===== config.mk =====
export PLATFORM = sky130hd
export DESIGN_NAME = image_pixel_packer
export DESIGN_NICKNAME = d
export VERILOG_FILES = /design/src/rtl/image_pkg.sv /design/src/rtl/image_st_out_queue.sv /design/src/rtl/image_pixel_packer.sv
export SDC_FILE = /design/constraint.sdc
export NUM_CORES = 1
export LEC_CHECK = 0
export BUFFER_PORTS_ARGS = -buffer_cell sky130_fd_sc_hd__buf_2
export CORE_MARGIN = 5
export CORE_UTILIZATION = 35
export DETAILED_ROUTE_END_ITERATION = 10
export PLACE_DENSITY = 0.58
export SLEW_MARGIN = 25
export SYNTH_ARGS = -nofsm -noshare
export SYNTH_HDL_FRONTEND = slang
export SYNTH_SLANG_ARGS = --single-unit

===== constraint.sdc =====
create_clock -name wrclk -period 5.1 [get_ports wrclk]
set_clock_uncertainty 0.1 [all_clocks]
set_input_delay 0.255 -clock wrclk [delete_from_list [all_inputs] [get_ports wrclk]]
set_output_delay 0.255 -clock wrclk [all_outputs]
set_load 0.05 [all_outputs]

===== src/rtl/image_pkg.sv =====
// Shared types and helpers for the image capture packer: FSM states,
// the Avalon-ST beat record and byte-placement helpers.
package image_pkg;

    typedef enum logic [1:0] {
        IDLE,
        PACK,
        TRUNC,
        DROP
    } pack_state_t;

    localparam int PIX_PER_WORD = 4;

    typedef struct packed {
        logic [31:0] data;
        logic [1:0]  empty;
        logic        sop;
        logic        eop;
    } beat_t;

    // Place a pixel at byte slot idx, slot 0 being bits [31:24].
    function automatic logic [31:0] put_pixel(input logic [31:0] word,
                                              input logic [1:0]  idx,
                                              input logic [7:0]  pix);
        logic [31:0] w;
        w = word;
        w[8 * (3 - int'(idx)) +: 8] = pix;
        return w;
    endfunction

    // Unused trailing bytes for a word holding n_pix (1..4) pixels.
    function automatic logic [1:0] empty_for(input logic [2:0] n_pix);
        logic [2:0] e;
        e = 3'(PIX_PER_WORD) - n_pix;
        return e[1:0];
    endfunction

endpackage


===== src/rtl/image_st_out_queue.sv =====
// Small output queue of beats. Implemented as a shift register so the head
// entry is always a flop; a pop and a push in the same cycle both succeed,
// even when the queue is full.
module image_st_out_queue
    import image_pkg::*;
#(
    parameter  int DEPTH  = 4,
    localparam int QCNT_W = $clog2(DEPTH + 1)
) (
    input  logic              wrclk,
    input  logic              wrreset_n,
    input  logic              push_valid,
    input  beat_t             push_beat,
    output beat_t             head_beat,
    input  logic              head_ready,
    output logic              full,
    output logic              empty,
    output logic [QCNT_W-1:0] count
);

    localparam int AW = $clog2(DEPTH);

    beat_t             slot_q [DEPTH];
    logic [QCNT_W-1:0] count_q;
    logic              pop;
    logic              push_ok;
    logic [AW-1:0]     wr_idx;

    assign empty     = (count_q == '0);
    assign full      = (count_q == QCNT_W'(DEPTH));
    assign count     = count_q;
    assign head_beat = slot_q[0];

    assign pop     = !empty & head_ready;
    assign push_ok = push_valid & (!full | pop);
    // When popping, everything shifts down one slot, so the write lands one lower.
    assign wr_idx  = AW'(pop ? count_q - QCNT_W'(1) : count_q);

    // Shift on pop, write the new beat behind the last occupied slot, track occupancy.
    always_ff @(posedge wrclk or negedge wrreset_n) begin
        if (!wrreset_n) begin
            count_q <= '0;
            for (int i = 0; i < DEPTH; i++) slot_q[i] <= '0;
        end else begin
            if (pop) begin
                for (int i = 0; i < DEPTH - 1; i++) slot_q[i] <= slot_q[i + 1];
                slot_q[DEPTH - 1] <= '0;
            end
            if (push_ok) slot_q[wr_idx] <= push_beat;
            case ({push_ok, pop})
                2'b10:   count_q <= count_q + QCNT_W'(1);
                2'b01:   count_q <= count_q - QCNT_W'(1);
                default: count_q <= count_q;
            endcase
        end
    end

endmodule


===== src/rtl/image_pixel_packer.sv =====
// Packs the camera 8-bit pixel stream into 32-bit Avalon-ST packets
// (first pixel in [31:24]). The camera cannot stall, so when the output
// queue is full the current frame is cut short with a well-formed eop beat.
module image_pixel_packer
    import image_pkg::*;
#(
    parameter int QUEUE_DEPTH = 4,
    parameter int CNT_W       = 16
) (
    input  logic             wrclk,
    input  logic             wrreset_n,
    input  logic             enable,
    input  logic [7:0]       pix_data,
    input  logic             pix_valid,
    input  logic             pix_sof,
    input  logic             pix_eof,
    output logic [31:0]      src_data,
    output logic [1:0]       src_empty,
    output logic             src_sop,
    output logic             src_eop,
    output logic             src_valid,
    input  logic             src_ready,
    input  logic             clr_stats,
    output logic [CNT_W-1:0] frame_count,
    output logic [CNT_W-1:0] drop_count,
    output logic             overflow,
    output logic             frame_err
);

    localparam int QCNT_W = $clog2(QUEUE_DEPTH + 1);

    function automatic logic [CNT_W-1:0] sat_inc(input logic [CNT_W-1:0] v);
        return (&v) ? v : v + CNT_W'(1);
    endfunction

    pack_state_t       state_q, state_d;
    logic [31:0]       word_q, word_d, word_ins;
    logic [2:0]        cnt_q, cnt_d;
    logic              sop_pend_q, sop_pend_d;
    logic              eof_seen_q, eof_seen_d;
    logic              push, drop_evt, err_evt;
    beat_t             push_beat, head_beat;
    logic              q_full, q_empty;
    logic [QCNT_W-1:0] q_count;
    logic              unused_q_count;
    logic              space, start, full_word, need_push;

    assign src_valid = !q_empty;
    assign src_data  = head_beat.data;
    assign src_empty = head_beat.empty;
    assign src_sop   = head_beat.sop;
    assign src_eop   = head_beat.eop;
    // Queue occupancy is not needed by the packer itself.
    assign unused_q_count = ^q_count;

    // A slot frees up in the same cycle if the head is being taken.
    assign space     = !q_full | (src_valid & src_ready);
    assign start     = pix_valid & pix_sof & enable;
    assign full_word = (cnt_q == 3'(PIX_PER_WORD));
    assign word_ins  = put_pixel(word_q, cnt_q[1:0], pix_data);
    assign need_push = pix_valid & (pix_sof | pix_eof | full_word);

    // FSM state register.
    always_ff @(posedge wrclk or negedge wrreset_n) begin
        if (!wrreset_n) state_q <= IDLE;
        else            state_q <= state_d;
    end

    // Next-state decode. TRUNC also serves as a one-beat flush when a frame
    // ends with two words due in one cycle (held word plus eof/sof pixel).
    always_comb begin
        state_d = state_q;
        case (state_q)
            IDLE, DROP: begin
                if (start) state_d = !pix_eof ? PACK : (space ? IDLE : TRUNC);
            end
            PACK: begin
                if (need_push) begin
                    if (!space)                              state_d = TRUNC;
                    else if (pix_eof && (pix_sof || full_word)) state_d = TRUNC;
                    else if (pix_eof)                        state_d = IDLE;
                end
            end
            TRUNC: begin
                if (space) state_d = (eof_seen_q || (pix_valid && pix_eof)) ? IDLE : DROP;
            end
            default: state_d = IDLE;
        endcase
    end

    // Output decode: queue push, next pending word and statistics events.
    always_comb begin
        push       = 1'b0;
        push_beat  = '0;
        word_d     = word_q;
        cnt_d      = cnt_q;
        sop_pend_d = sop_pend_q;
        eof_seen_d = eof_seen_q;
        drop_evt   = 1'b0;
        err_evt    = 1'b0;
        case (state_q)
            IDLE, DROP: begin
                if (start) begin
                    word_d     = {pix_data, 24'h0};
                    cnt_d      = 3'd1;
                    sop_pend_d = 1'b1;
                    eof_seen_d = pix_eof;
                    if (pix_eof) begin
                        push_beat = '{data: {pix_data, 24'h0}, empty: 2'd3, sop: 1'b1, eop: 1'b1};
                        if (space) begin
                            push       = 1'b1;
                            cnt_d      = 3'd0;
                            sop_pend_d = 1'b0;
                            eof_seen_d = 1'b0;
                        end else begin
                            drop_evt = 1'b1;
                        end
                    end
                end
            end
            PACK: begin
                if (pix_valid) begin
                    if (pix_sof || full_word) begin
                        // Current word leaves first; a mid-frame sof closes the old frame.
                        push_beat = '{data: word_q, empty: empty_for(cnt_q), sop: sop_pend_q, eop: pix_sof};
                        err_evt   = pix_sof;
                        if (space) begin
                            push       = 1'b1;
                            word_d     = {pix_data, 24'h0};
                            cnt_d      = 3'd1;
                            sop_pend_d = pix_sof;
                            eof_seen_d = pix_eof;
                        end else begin
                            drop_evt   = 1'b1;
                            eof_seen_d = pix_eof & !pix_sof;
                        end
                    end else if (pix_eof) begin
                        push_beat = '{data: word_ins, empty: empty_for(cnt_q + 3'd1), sop: sop_pend_q, eop: 1'b1};
                        if (space) begin
                            push       = 1'b1;
                            word_d     = '0;
                            cnt_d      = 3'd0;
                            sop_pend_d = 1'b0;
                        end else begin
                            drop_evt   = 1'b1;
                            word_d     = word_ins;
                            cnt_d      = cnt_q + 3'd1;
                            eof_seen_d = 1'b1;
                        end
                    end else begin
                        word_d = word_ins;
                        cnt_d  = cnt_q + 3'd1;
                    end
                end
            end
            TRUNC: begin
                push_beat = '{data: word_q, empty: empty_for(cnt_q), sop: sop_pend_q, eop: 1'b1};
                if (space) begin
                    push       = 1'b1;
                    word_d     = '0;
                    cnt_d      = 3'd0;
                    sop_pend_d = 1'b0;
                    eof_seen_d = 1'b0;
                end else if (pix_valid && pix_eof) begin
                    eof_seen_d = 1'b1;
                end
            end
            default: ;
        endcase
    end

    // Pending word, fill level and frame flags.
    always_ff @(posedge wrclk or negedge wrreset_n) begin
        if (!wrreset_n) begin
            word_q     <= '0;
            cnt_q      <= '0;
            sop_pend_q <= 1'b0;
            eof_seen_q <= 1'b0;
        end else begin
            word_q     <= word_d;
            cnt_q      <= cnt_d;
            sop_pend_q <= sop_pend_d;
            eof_seen_q <= eof_seen_d;
        end
    end

    // Saturating statistics and sticky flags; clear wins over any update.
    always_ff @(posedge wrclk or negedge wrreset_n) begin
        if (!wrreset_n) begin
            frame_count <= '0;
            drop_count  <= '0;
            overflow    <= 1'b0;
            frame_err   <= 1'b0;
        end else if (clr_stats) begin
            frame_count <= '0;
            drop_count  <= '0;
            overflow    <= 1'b0;
            frame_err   <= 1'b0;
        end else begin
            if (push && push_beat.eop) frame_count <= sat_inc(frame_count);
            if (drop_evt)              drop_count  <= sat_inc(drop_count);
            overflow  <= overflow | drop_evt;
            frame_err <= frame_err | err_evt;
        end
    end

    image_st_out_queue #(
        .DEPTH (QUEUE_DEPTH)
    ) u_queue (
        .wrclk      (wrclk),
        .wrreset_n  (wrreset_n),
        .push_valid (push),
        .push_beat  (push_beat),
        .head_beat  (head_beat),
        .head_ready (src_ready),
        .full       (q_full),
        .empty      (q_empty),
        .count      (q_count)
    );

endmodule


### Word-level counts from Yosys, hierarchy flattened

Cells that the tools add are included.

* input bits: 16
* word-level logic and storage cells: 174
* bits in registers: 220
* output and inout port bits: 71

* bitwise logic cells: 12
* reductions and logical operators: 23
* $lt $le $gt $ge: 2
* shifts and indexed selects: 2
* $add $sub $neg: 9
* mux-type cells: 82
* eq/ne operators: 18

Operators by type and width (count)
* 144-bit 2-to-1 mux: 2
* 32-bit 2-to-1 mux: 7
* 36-bit 2-to-1 mux: 6
* 144-bit bitwise mux: 1
* 36-bit one-hot mux with 3 select lines: 1
* 16-bit 2-to-1 mux: 6
* 32-bit one-hot mux with 3 select lines: 1
* 36-bit demux with 2-bit select: 1
* 6-bit negator with 33-bit output: 1
* 8-bit by 33-bit variable shift with 32-bit output, first input constant: 1
* 8-bit by 33-bit indexed part select with 32-bit output: 1
* 16-bit by 1-bit adder with 16-bit output, second input constant: 2
* 32-bit bitwise mux: 1
* 1-bit 2-to-1 mux: 32
* 16-bit AND reduction: 2
* 3-bit 2-to-1 mux: 7
* 2-bit 2-to-1 mux: 10
* 2-bit inequality test, second input constant: 6
* 3-bit inequality test, second input constant: 4
* 4-bit AND reduction: 3
* 1-bit one-hot mux with 3 select lines: 3
* 3-bit one-hot mux with 3 select lines: 1
* 3-bit by 1-bit adder with 3-bit output, second input constant: 2
* 1-bit AND: 6
* other kinds (23): 41

### Longest topological paths before layout

* word-level depth: 12
* depth in mapped cells: 13
* mapped depth without buffers: 10

### Cells and area by module

A second synthesis with hierarchy kept.

* cells, all modules: 1063
* area total of the unflattened synthesis: 11762.5 um^2

By module, submodules not included
* image_st_out_queue: cells each 582, instances 1, area an instance 7303.3 um^2
* image_pixel_packer: cells each 481, instances 1, area an instance 4459.3 um^2

### Worst setup path before layout

No wires, ideal clock.

* path type: reg-to-reg
* from: register cnt_q[0]
* to: register u_queue.count_q[2], in the netlist u_queue.count[2]
* cell stages (with the launch flop): 14
* data arrival time: 2.780 ns
* buffers on the path: 4
* required time: 4.875 ns
* path slack: 2.095 ns
* library setup time: 0.125 ns
* path through: dfrtp_1 > clkbuf_1 > inv_1 > ha_1 > buf_2 > a211o_1 > a211o_1 > buf_2 > nand2_4 > buf_2 > ha_1 > mux2i_1 > nor2_1 > xor2_1

* word-level cells in the longest chain between the ends: 8
* elaborated cells on any way between the ends: 10

Ends and longest elaborated chain
* start: declaration: line image_pixel_packer.sv:38 `logic [2:0] cnt_q, cnt_d;`
* start signal: assignment: line image_pixel_packer.sv:181 `cnt_q <= cnt_d;`
* 3-bit == test (*): line image_pixel_packer.sv:59 `assign full_word = (cnt_q == 3'(PIX_PER_WORD));`
* 1-bit logical OR (*): line image_pixel_packer.sv:123 `if (pix_sof || full_word) begin`
* 1-bit 2-to-1 mux (*): line image_pixel_packer.sv:123
* 1-bit 2-to-1 mux (*): line image_pixel_packer.sv:122 `if (pix_valid) begin`
* 1-bit one-hot mux with 3 select lines (*): line image_pixel_packer.sv:101 `case (state_q)`
* 1-bit AND (*): line image_st_out_queue.sv:35 `assign push_ok = push_valid & (!full | pop);`
* 2-bit by 1-bit == test with 1-bit output or 2-bit == test (tied branches): line image_st_out_queue.sv:50 `case ({push_ok, pop})`
* 3-bit one-hot mux with 2 select lines or 2-bit nonzero test (tied branches)
* end signal: assignment: line image_st_out_queue.sv:51 `2'b10: count_q <= count_q + QCNT_W'(1);`
* end signal: assignment: line image_st_out_queue.sv:52 `2'b01: count_q <= count_q - QCNT_W'(1);`
* end signal: assignment: line image_st_out_queue.sv:53 `default: count_q <= count_q;`
* end: declaration: line image_st_out_queue.sv:24 `logic [QCNT_W-1:0] count_q;`

Every way passes the cells marked *; elsewhere a longest branch is shown, timed or not.
A chain may end at the register's enable or synchronous reset.

### Final worst setup path

* from: register u_queue.count_q[0], in the netlist u_queue.count[0]
* to: register u_queue.slot_q[106] (netlist name)

* word-level cells in the longest chain between the ends: 11
* elaborated cells on any way between the ends: 24

Ends and longest elaborated chain
* branches (longest 10 deep; another with 3-bit by 1-bit subtractor with 3-bit output)
* 144-bit 2-to-1 mux (*): line image_st_out_queue.sv:49 `if (push_ok) slot_q[wr_idx] <= push_beat;`
* end signal: indexed assignment: line image_st_out_queue.sv:49
* end: declaration: line image_st_out_queue.sv:23 `beat_t slot_q [DEPTH];`

Mark *: on every way between the ends.

==> flow_summary.toml <==
[outcome]
outcome = "complete, no violations"

[yosys]
synth_cell_types = 59
netlist_top_cells_area = "dfrtp_1, mux2_2, o21ai_0, mux2i_1, a21oi_1"
synth-edff-count = 0
syn_inst = 1181
synth_area_mm2 = 0.0115
synth_top_cell_area_share = 0.480
ys.flop_type = "dfrtp_1"
synth_top_area_cell = "dfrtp_1"
postSynthRegisterBits = 220
async_reset_ff_frac = 1.00
yosys_warnings = 0
synth_seq_area_share = 0.480
syn-num-nets = 1210
avgSynthCellArea_um2 = 9.72

[routing]
ant_nets = 0
avgViaCountPerCell = 5.34
num_vias = 8790
detail_route.iter0.violations = 653
dr.pass1.iters = 5
drt_wl_total_um = 28900
drc = 0
wl_per_cell_um = 17.5

[cts]
cts_root_buf = "clkbuf_16"
clk_latency_ns = 0.53
clkTransAtPathRegs_ns = 0.06
cts_setup_buffers = 0
h-tree-depth = 1
clockBufferDepth = 3
cts_sinks = 220
cts_tree = "done"
cts_buffers = 25

[global_routing]
grt_pass1_wl_um = 47600
grt_max_degree = 117
grt_util_all_layers = 0.158
grt_pass1_vias = 8616
overflow = 0
antenna_found_initial = 3

[floorplan]
rows = 66
die_h_um = 191
io_pins = 87
dieWidth_um = 191
core_area_mm2 = 0.0325
dieArea_mm2 = 0.0365
initial_core_util = 0.354

[finish]
final_common_cell = "dfrtp_1"
layout-drive-gt1-share = 0.177
diodes = 0
area_delta_synth_final_pct = 11.8
post-route-util = 0.395
layoutNonFillerInstCount = 1646
finalNetCount = 1220
final_cell_mix = "dfrtp_1, o21ai_0, nand2_1"

[timing]
rsz0062_at_grt = "no"
relSlewSlack = 0.323
fmax_mhz = 282
slew_violations = 0
worst_pin_slew_ns = 1.01
hold_viol = 0
setup_violations = 0
timing.final.ws_setup_ns = 1.56
post-route-period-util = 0.695
finalSetupTns_ns = 0
period_minus_slack_ns = 3.54

[pwr]
p_leak_nw = 5.76
power.density_mw_per_mm2 = 497
p_total_mw = 6.37
ir_drop_uv = 258

[critical_path]
worstPathMaxFanout = 37
max_stage_delay_ns = 0.70
path_cells = "inv_1, ha_1, nor2b_1, inv_1, nand2_4, clkinv_2, buf_4, mux2_2, nand2_1, o21ai_0"
crit_path_start_kind = "flop"
critical_path_arrival_ns = 3.82
crit_path_end_kind = "flop"
cp_slowest_cell = "clkinv_2"
required_ns = 5.38
path_delay_family = "buffers and inverters"
path_buf_inv = 4
criticalPathCategory = "flop to flop"
path_common_cell = "inv_1"

[placement]
gp_congestion = 0.816
dp_cells = 1601
dp_hpwl_um = 18500
portBuffers = 86
pre_cts_ws_ns = 1.57

[run]
cap_violations = 0

[hold_path]
hp-class = "primary input to flop"
==> power breakdown <==
group | total (mW) | switching, mW | internal [mW] | leakage, nW
sequential | 2.16 | 0.161 | 2.00 | 3.01
combinational | 2.52 | 1.77 | 0.750 | 2.38
clock | 1.69 | 0.709 | 0.985 | 0.373
total | 6.37 | 2.64 | 3.73 | 5.76
==> worst paths after layout <==
path                                    start             endpoint  slack, ns  cells past startpoint
hold / removal                    pix_data[0]            word_q[0]       0.02                      2
setup reg to reg             u_queue.count[0]  u_queue.slot_q[106]       1.56                     10
hold reg to reg            u_queue.slot_q[25]   u_queue.slot_q[25]       0.40                      2
setup / recovery             u_queue.count[0]  u_queue.slot_q[106]       1.56                     10
max in group asynchronous           wrreset_n   u_queue.slot_q[92]       3.29                      4
min in group asynchronous           wrreset_n   u_queue.slot_q[31]       0.07                      2
==> synth_stat cells, types with 15 or more instances <==
master and instances:
a21oi_1 87, a22o_1 39, buf_1 15, buf_2 25, buf_4 38, clkbuf_1 41, dfrtp_1 220, inv_1 50
mux2_2 63, mux2i_1 54, nand2_1 99, nand3_1 54, nor2_1 71, nor2b_1 18, o21ai_0 115, o32ai_1 16
or4_1 17
==> kinds of logic (layout without fill, tap and decap cells) <==
kind of cell | count (synthesis) | count (layout) | synth area share
AOI/OAI and AO/OA | 337 | 337 | 0.188
xor gates and xnor gates | 4 | 4 | 0.00305
and+or+nand+nor | 320 | 320 | 0.136
buffers and inverters | 170 | 193 | 0.0707
DFF | 220 | 220 | 0.480
adders and majority gates | 13 | 13 | 0.0142
muxes | 117 | 117 | 0.109
==> sequential cells by signal, indices dropped and copies added (netlist names) <==
| name | count |
|---|---|
| frame_err | 1 |
| u_queue.head_beat | 36 |
| u_queue.slot_q | 108 |
| cnt_q | 3 |
| drop_count | 16 |
| eof_seen_q | 1 |
| sop_pend_q | 1 |
| frame_count | 16 |
| state_q | 2 |
| word_q | 32 |
| u_queue.count | 3 |
| overflow | 1 |
==> stage by stage <==
stage                     hold slack (ns)  cell area, um2
after floorplan                    -0.141           11500
after global placement              0.326           12000
after detailed placement            0.331           12000
after CTS                         0.00169           12800
after global routing               0.0142           12800
final                              0.0169           12800
==> final cells by class <==
class / count / area [um2]
multi-input cells: 791 / 5230
fillers: 3219 / 19600
clock inverters: 2 / 25.0
clock buffers: 38 / 734
inverters: 51 / 193
flip-flops and latches: 220 / 5510
well taps: 442 / 553
repair buffers: 102 / 591
==> routing by layer <==
layer / vias up / global-route usage / share of wire
met3: 49 / 0.0281 / 0.052
met1: 4244 / 0.228 / 0.47
met4: 6 / 0.0354 / 0.022
li1: 4258 / - / -
met5: - / 0 / 0.0012
met2: 233 / 0.250 / 0.45
==> worst register-to-register path: stages, from the launching register on <==
cell and delay (ns):
dfrtp_1 0.46, inv_1 0.19, ha_1 0.21, nor2b_1 0.27, inv_1 0.22, nand2_4 0.24, clkinv_2 0.70, buf_4 0.54
mux2_2 0.31, nand2_1 0.06, o21ai_0 0.09
==> repair_timing <==
item | 4_1_cts | 5_1_grt
hold buffers | 4 | 0
endpoints found under the hold margin | 121 | 0
gates resized for setup | 0 | 0
No activity file was read; power rests on OpenSTA's default activity.
